<file path="src/rtl/cpu_async_pkg.sv">
// Shared definitions for the cpu_async producer block.
//   state_t         : handshake FSM states (IDLE, REQ, RELEASE)
//   DEF_*           : default parameter values used by the interface and top
package cpu_async_pkg;

    typedef enum logic [1:0] {
        IDLE    = 2'd0,
        REQ     = 2'd1,
        RELEASE = 2'd2
    } state_t;

    localparam int unsigned DEF_DATA_W      = 8;
    localparam int unsigned DEF_GAP_CYCLES  = 4;
    localparam int unsigned DEF_SYNC_STAGES = 2;

endpackage

</file>
<file path="src/rtl/cpu_async_if.sv">
// Handshake bundle between the cpu_async producer and an asynchronous consumer.
//   ack  : acknowledge from consumer (no timing relation to clk)
//   send : request, high while a transfer is outstanding
//   data : payload word, stable while send is high
//   busy : producer is not idle
//   err  : sticky protocol-violation flag (stale ack at gap expiry)
// master modport is the producer side, slave modport the consumer/observer side.
interface cpu_async_if
    import cpu_async_pkg::*;
#(
    parameter int unsigned DATA_W = DEF_DATA_W
);

    logic              ack;
    logic              send;
    logic [DATA_W-1:0] data;
    logic              busy;
    logic              err;

    modport master (
        input  ack,
        output send,
        output data,
        output busy,
        output err
    );

    modport slave (
        output ack,
        input  send,
        input  data,
        input  busy,
        input  err
    );

endinterface

</file>
<file path="src/rtl/cpu_async_sync_ff.sv">
// Multi-flop synchronizer for a single asynchronous bit.
//   clk  : destination clock
//   rst  : asynchronous active-high reset, clears every stage to 0
//   d_i  : asynchronous input
//   q_o  : synchronized output, STAGES clk edges behind d_i
module sync_ff #(
    parameter int unsigned STAGES = 2
) (
    input  logic clk,
    input  logic rst,
    input  logic d_i,
    output logic q_o
);

    logic [STAGES-1:0] sync_q;

    always_ff @(posedge clk or posedge rst) begin
        if (rst) begin
            sync_q <= '0;
        end else begin
            sync_q <= {sync_q[STAGES-2:0], d_i};
        end
    end

    assign q_o = sync_q[STAGES-1];

endmodule

</file>
<file path="src/rtl/cpu_async.sv">
// Producer side of a 4-phase request/acknowledge handshake.
// Raises send with a data word, waits for ack to rise then fall, advances the
// data word and restarts after GAP_CYCLES idle cycles.
//   clk  : system clock, rising edge
//   rst  : asynchronous active-high reset
//   bus  : cpu_async_if master modport (ack in; send, data, busy, err out)
module cpu_async
    import cpu_async_pkg::*;
#(
    parameter int unsigned DATA_W      = DEF_DATA_W,
    parameter int unsigned GAP_CYCLES  = DEF_GAP_CYCLES,
    parameter int unsigned SYNC_STAGES = DEF_SYNC_STAGES
) (
    input  logic         clk,
    input  logic         rst,
    cpu_async_if.master  bus
);

    localparam int unsigned     CNT_W    = (GAP_CYCLES > 1) ? $clog2(GAP_CYCLES) : 1;
    localparam logic [CNT_W-1:0] GAP_LAST = CNT_W'(GAP_CYCLES - 1);

    state_t            state_q, state_d;
    logic [CNT_W-1:0]  cnt_q,   cnt_d;
    logic              send_q,  send_d;
    logic [DATA_W-1:0] data_q,  data_d;
    logic              err_q,   err_d;
    logic              ack_s;

    sync_ff #(
        .STAGES (SYNC_STAGES)
    ) u_ack_sync (
        .clk (clk),
        .rst (rst),
        .d_i (bus.ack),
        .q_o (ack_s)
    );

    always_ff @(posedge clk or posedge rst) begin
        if (rst) begin
            state_q <= IDLE;
            cnt_q   <= '0;
            send_q  <= 1'b0;
            data_q  <= '0;
            err_q   <= 1'b0;
        end else begin
            state_q <= state_d;
            cnt_q   <= cnt_d;
            send_q  <= send_d;
            data_q  <= data_d;
            err_q   <= err_d;
        end
    end

    always_comb begin
        state_d = state_q;
        cnt_d   = cnt_q;
        send_d  = send_q;
        data_d  = data_q;
        err_d   = err_q;
        unique case (state_q)
            IDLE: begin
                send_d = 1'b0;
                if (cnt_q == GAP_LAST) begin
                    // Gap expired: only start once the consumer has dropped ack;
                    // a still-high ack is a leftover and gets flagged.
                    if (!ack_s) begin
                        state_d = REQ;
                        send_d  = 1'b1;
                        cnt_d   = '0;
                    end else begin
                        err_d = 1'b1;
                    end
                end else begin
                    cnt_d = cnt_q + CNT_W'(1);
                end
            end
            REQ: begin
                send_d = 1'b1;
                if (ack_s) begin
                    state_d = RELEASE;
                    send_d  = 1'b0;
                end
            end
            RELEASE: begin
                send_d = 1'b0;
                if (!ack_s) begin
                    state_d = IDLE;
                    data_d  = data_q + DATA_W'(1);
                    cnt_d   = '0;
                end
            end
            default: begin
                state_d = IDLE;
                send_d  = 1'b0;
                cnt_d   = '0;
            end
        endcase
    end

    assign bus.send = send_q;
    assign bus.data = data_q;
    assign bus.err  = err_q;
    assign bus.busy = (state_q != IDLE);

endmodule

</file>
<file path="src/flat_wrapper.sv">
// flat-port wrapper written by rule: the top's interface ports become plain ports
module cpu_async_flat import cpu_async_pkg::*;
#(
    parameter int unsigned DATA_W      = DEF_DATA_W,
    parameter int unsigned GAP_CYCLES  = DEF_GAP_CYCLES,
    parameter int unsigned SYNC_STAGES = DEF_SYNC_STAGES
)
  (clk, rst, bus_ack, bus_send, bus_data, bus_busy, bus_err);
  cpu_async_if #(.DATA_W(DATA_W)) bus_i ();
  input  logic clk;
  input  logic rst;
  input wire logic [$bits(bus_i.ack)-1:0] bus_ack;
  output wire logic [$bits(bus_i.send)-1:0] bus_send;
  output wire logic [$bits(bus_i.data)-1:0] bus_data;
  output wire logic [$bits(bus_i.busy)-1:0] bus_busy;
  output wire logic [$bits(bus_i.err)-1:0] bus_err;
  assign bus_i.ack = bus_ack;
  assign bus_send = bus_i.send;
  assign bus_data = bus_i.data;
  assign bus_busy = bus_i.busy;
  assign bus_err = bus_i.err;
  cpu_async #(.DATA_W(DATA_W), .GAP_CYCLES(GAP_CYCLES), .SYNC_STAGES(SYNC_STAGES)) u_core (.clk(clk), .rst(rst), .bus(bus_i));
endmodule
</file>
<file path="config.mk">
export PLATFORM = sky130hd
export DESIGN_NAME = cpu_async_flat
export DESIGN_NICKNAME = d
export VERILOG_FILES = /design/src/rtl/cpu_async_pkg.sv /design/src/rtl/cpu_async_if.sv /design/src/rtl/cpu_async_sync_ff.sv /design/src/rtl/cpu_async.sv /design/src/flat_wrapper.sv
export SDC_FILE = /design/constraint.sdc
export NUM_CORES = 1
export LEC_CHECK = 0
export CAP_MARGIN = 20
export CORE_MARGIN = 2
export CORE_UTILIZATION = 44
export DETAILED_ROUTE_END_ITERATION = 8
export PLACE_DENSITY_LB_ADDON = 0.15
export SKIP_CTS_REPAIR_TIMING = 1
export SYNTH_ARGS = -nofsm -noshare
export SYNTH_HDL_FRONTEND = slang
export SYNTH_SLANG_ARGS = --single-unit
</file>
<file path="constraint.sdc">
create_clock -name clk -period 1.1 [get_ports clk]
set_input_delay 0.275 -clock clk [delete_from_list [all_inputs] [get_ports clk]]
set_output_delay 0.275 -clock clk [all_outputs]
set_load 0.01 [all_outputs]
</file>
==> qor.csv, run 1 <==
metric,value,unit
outcome,finished with violations,
failed_checks,setup timing,
ys_seq_area_share,53.4,%
cts_max_level,1,
port_buffers,13,
grt_usage,15.5,%
wl,1360,um
end_kind,output port,
dp.cells,105,
clock-sinks,16,
drt_iter0_markers,2,
core,1560,um^2
whs,0.284,ns
grt-ovfl-total,0,
grt_max_degree,17,
core.rowCount,14,
boundaryPins,14,
max_freq,761,MHz
critPathArrivalTime,1.04,ns
max-slew-margin-rel,83.7,%
finalSetupViolCount,10,
cts_root_buf,clkbuf_4,
critPathRequiredTime,0.82,ns
powerDensity,2340,nW/um^2
drive_above_1_share,51.1,%
min_period,1.31,ns
p_leak,0.000548,uW
final_cells,110,
area_growth,41.7,%
worst_setup_path_start_kind,flop,
gp_congestion,0.740,
antenna_found_initial,0,
die_width,45.3,um
rsz0062_at_grt,true,
n_antenna_cell,0,
finalClockSkew,0.000936,ns
vias,540,
syn_area_per_cell,12.1,um^2
die_h,45.3,um
clk_path_buf_depth,2,
multiInputGateArea,370,um^2
start_util,48.1,%
route.detailed.drc,0,
fin_crit_sh,119,%
detail-route-antenna-nets,0,
finalMaxSlewViolations,0,
finalHoldViolations,0,
nets,101,
dr.pass1.iters,4,
crit_type,flop to output port,
worstMarginPinSlew,0.244,ns
routedWlPerCell,12.4,um
netlist_instances,62,
viasPerCell,4.91,
yosys.cell_types.count,23,
dieArea,2050,um^2
final-seq-area,402,um^2
critPathMaxFanout,2,
synth_area,749,um^2
syn_nets,68,
min_path_type,primary input to asynchronous set/reset pin,
cts_buffers,3,
fill_cells,117,
ys_ff_latch,16,
max_cap_viol_count,0,
clk_latency,0.28,ns
vdd_drop_max,1.69,mV
yosysWarnings,0,
cts_tree,yes,
power,2490,uW
clk_pin_slew_worst_paths,0.10,ns
final_util,68.1,%
grt_pass1_vias,527,
grt_pass1_wl,2260,um
dp_hpwl,921,um
finalWorstSetupSlack,-0.213,ns
==> cell usage in the layout, fill, tap and decap left out, types with 3 or more instances in the layout <==
master / Yosys / layout
clkbuf_4: 0 / 3
xor2_1: 6 / 6
buf_4: 1 / 18
dfrtp_1: 16 / 15
inv_1: 3 / 3
clkbuf_2: 0 / 9
nand2_1: 5 / 4
==> path summary, 6_finish.rpt <==
kind,start,to,slack (ns),cells past startpoint
setup reg to reg,u_core.state_q[1]$_DFFE_PP0P_,u_core.bus.data[1]$_DFFE_PP0P_,-0.16,3
min in group clk,u_core.u_ack_sync.sync_q[0]$_DFF_PP0_,u_core.u_ack_sync.sync_q[1]$_DFF_PP0_,0.36,0
hold reg to reg,u_core.u_ack_sync.sync_q[0]$_DFF_PP0_,u_core.u_ack_sync.sync_q[1]$_DFF_PP0_,0.36,0
hold / removal,rst,u_core.bus.send$_DFF_PP0_,0.28,3
max in group asynchronous,rst,u_core.cnt_q[0]$_DFFE_PP0P_,0.63,3
setup / recovery,u_core.state_q[1]$_DFFE_PP0P_,bus_busy,-0.21,2
==> critical path, cell delays in order, from the launching register on <==
cell and delay, ns:
dfrtp_1 0.39, or2_4 0.25, buf_6 0.12
==> area by class of cell <==
cell class / count / share of cell area (%)
tap: 16 / 1.88
clock buffer: 4 / 3.42
multi-input combinational: 40 / 34.9
timing repair buffer: 31 / 21.0
sequential: 16 / 37.8
inverter: 3 / 1.06
==> kinds of logic (layout without fill, tap and decap cells) <==
| logic type | Yosys count | in the layout | synth area share (%) |
|---|---|---|---|
| xor gates and xnor gates | 8 | 8 | 9.35 |
| AOI/OAI and AO/OA | 7 | 7 | 6.34 |
| and+or+nand+nor | 21 | 21 | 19.7 |
| adders and majority gates | 3 | 3 | 5.01 |
| buffers and inverters | 6 | 38 | 4.67 |
| DFF | 16 | 16 | 53.4 |
| muxes | 1 | 1 | 1.50 |
==> routing by layer <==
metal / global-route usage, % / vias to the layer above / part of all wire, %
met5: 0 / - / 0
li1: - / 275 / -
met1: 23.5 / 251 / 51
met3: 4.00 / 2 / 4.6
met2: 21.4 / 12 / 44
met4: 5.29 / 0 / 0.74
==> power breakdown <==
part	total [uW]	switching, uW	internal [uW]
logic	1230	540	689
registers	863	116	747
clock network	394	193	201
==> metrics by stage <==
| step | worst slack (ns) | setup TNS, ns | instance area [um^2] |
|---|---|---|---|
| 6_report | -0.213 | -1.12 | 1060 |
| 5_1_grt | -0.245 | -1.95 | 1060 |
| 4_1_cts | -0.635 | -5.01 | 1040 |
| 3_5_place_dp | -0.301 | -1.19 | 1010 |
| 3_3_place_gp | -0.305 | -0.973 | 1010 |
| 2_1_floorplan | -0.0741 | -0.198 | 756 |
==> state kept, by name, summed over array words and instances (netlist names) <==
signal,count
u_core.cnt_q,2
u_core.bus.data,8
u_core.state_q,2
u_core.bus.send,1
u_core.bus.err,1
u_core.u_ack_sync.sync_q,2
==> cell usage after synthesis <==
cell	count	area share, %
nor3b_4	1	2.5
nand2_1	5	2.5
buf_4	1	1.0
nor3_1	3	2.0
a21oi_1	2	1.3
o21bai_1	1	1.0
xor2_1	6	7.0
a31oi_1	2	1.7
ha_1	3	5.0
or2_2	1	0.84
nor3_2	2	2.7
nand4_1	2	1.7
o32ai_1	2	2.3
buf_6	1	1.5
nand4bb_4	1	3.7
nor3b_1	1	1.0
and2_1	1	0.84
inv_1	3	1.5
dfrtp_1	16	53
buf_2	1	0.67
nor2_1	4	2.0
mux2_2	1	1.5
xnor2_1	2	2.3
No activity file was read; power rests on OpenSTA's default activity.
==> run 2, diff against run 1 <==
Settings changed: HOLD_SLACK_MARGIN set to 0.08.
==> results of run 2 <==
The final DEF is identical to that of run 1; final timing and power are the same.
==> variant: new RTL, settings of run 2 <==
Re-encode `state_t` (3 states) as one-hot, 3 bits wide.
--- a/src/rtl/cpu_async_pkg.sv
+++ b/src/rtl/cpu_async_pkg.sv
@@ -3,10 +3,10 @@
 //   DEF_*           : default parameter values used by the interface and top
 package cpu_async_pkg;
 
-    typedef enum logic [1:0] {
-        IDLE    = 2'd0,
-        REQ     = 2'd1,
-        RELEASE = 2'd2
+    typedef enum logic [2:0] {
+        IDLE    = 3'b001,
+        REQ     = 3'b010,
+        RELEASE = 3'b100
     } state_t;
 
     localparam int unsigned DEF_DATA_W      = 8;
Formal check against the unedited RTL: same outputs for any inputs over 10 cycles, from zero or initial values and one cycle with rst high; not proved beyond that.
==> variant against run 2 <==
Sequential cell count rose by 1; maximum frequency fell by 12%; critical path depth rose by 1; the flow still finishes with violations (setup timing); cell area rose by 12%; area after synthesis rose by 7.7%; wire length rose by 25%; power fell by 16%; largest cell class unchanged; worst setup slack got worse by 180 ps; highest routed layer is now met3; synthesized cell count rose by 11%; register-to-register slack got worse by 210 ps.
==> variant: results <==
[worst_setup_path]
max_stage_delay_ps = 550
slowest_stage = dfstp_2
rrSetupSlack_ps = -370
reg2reg_depth = 5
critPathArrivalTime_ps = 1220
timing.rr.start = u_core.state_q[0]

[placed_design]
place_congestion = 0.7427
postPlaceCellArea_mm2 = 0.001111
dp_slack_ps = -518.7
place_hpwl_um = 1177

[power]
internal_power_uw = 1390
pwr-share-clk = 0.163
vdd_drop_max_uv = 1441
p_leak_uw = 0.0005967

[clocking]
cts-root-buf = clkbuf_4

[detailed_routing]
wirelength_um = 1706
viasPerCell = 5.105
drt_iter0_drc = 21

[run_status]
violations = setup timing
status = finished with violations

[global_route]
grt_max_degree = 11
track_usage = 0.1553
grt_pass1_wl_um = 2387

[logic_synthesis]
synth_cell_types = 28
synth_common_cells = dfrtp_1, xnor2_1, nand3_1
syn_nets = 75
synthTopCellsByArea = dfrtp_1, xnor2_1, ha_1

[sta]
setup_ws_ps = -396.2
fin_setup_tns_ps = -3868
clock-skew-final_ps = 4.858
setup_viol = 16

[layout]
drive_gt1_frac = 0.5093

[worst_hold_path]
hold_path.class = input port to asynchronous set/reset pin
## variant: cell count changes after synthesis, moves of 3 or more
cell / before / now
nor2_1: 4 / 1
and3_1: 0 / 3
o21ai_0: 0 / 3
nand2_1: 5 / 2
xor2_1: 6 / 2
nand3_1: 0 / 4
xnor2_1: 2 / 6
## variant: per-stage QoR
step             util  instances  hold WS, ps  total power (uW)
2_1_floorplan       -         69        200.3              1189
3_3_place_gp   0.6435        125        332.6              1513
3_5_place_dp   0.6435        125        344.3              1538
4_1_cts        0.6594        129        159.7              1875
5_1_grt        0.6862        133        166.5              2210
6_report       0.6862        133        158.1              2086
## variant: power by group through the flow
stage          Sequential [uW]  Combinational (uW)  Clock (uW)
2_1_floorplan              837                 352           0
3_5_place_dp               812                 726           0
5_1_grt                    830                1010         371
3_3_place_gp               809                 704           0
6_report                   816                 930         340
4_1_cts                    799                 732         343
## variant: layout make-up
cell class                 count  area [um^2]
fill                         134        541.8
sequential                    17        426.7
multi-input combinational     46        402.9
timing repair buffer          38        285.3
tap                           25        31.28
clock buffer                   3        22.52
inverter                       3        11.26
clock inverter                 1        5.005
## variant: cell families (layout without fill, tap and decap cells)
kind of cell	after synthesis	in the layout	share of synthesized area
muxes	1	1	0.01395
AOI/OAI and AO/OA	9	9	0.07131
and+or+nand+nor	25	25	0.2124
buffers and inverters	6	45	0.04031
adders and majority gates	3	3	0.04652
xor gates and xnor gates	8	8	0.08683
DFF	17	17	0.5287
## variant: worst register-to-register path: stages, from the launching register on
cell and delay (ps):
dfstp_2 390, buf_4 130, buf_6 120, nor4b_4 280
buf_6 170, mux2_4 300
## variant: how the worst max path moves through the flow
stage	from	endpoint	depth (start not counted)
after global routing	u_core.state_q[0]	bus_busy	3
after detailed placement	u_core.state_q[0]	bus_busy	3
final	u_core.state_q[0]	bus_busy	3
after global placement	u_core.state_q[0]	bus_busy	3
after floorplan	u_core.state_q[1]	u_core.bus.data[1]	3
after CTS	u_core.state_q[0]	bus_busy	3
## variant: metal layers
metal	global-route usage	up-vias	share of wire
li1	-	323	-
met4	0.06667	0	0
met2	0.2247	16	0.48
met5	0	-	0
met1	0.2190	340	0.47
met3	0.04231	0	0.043
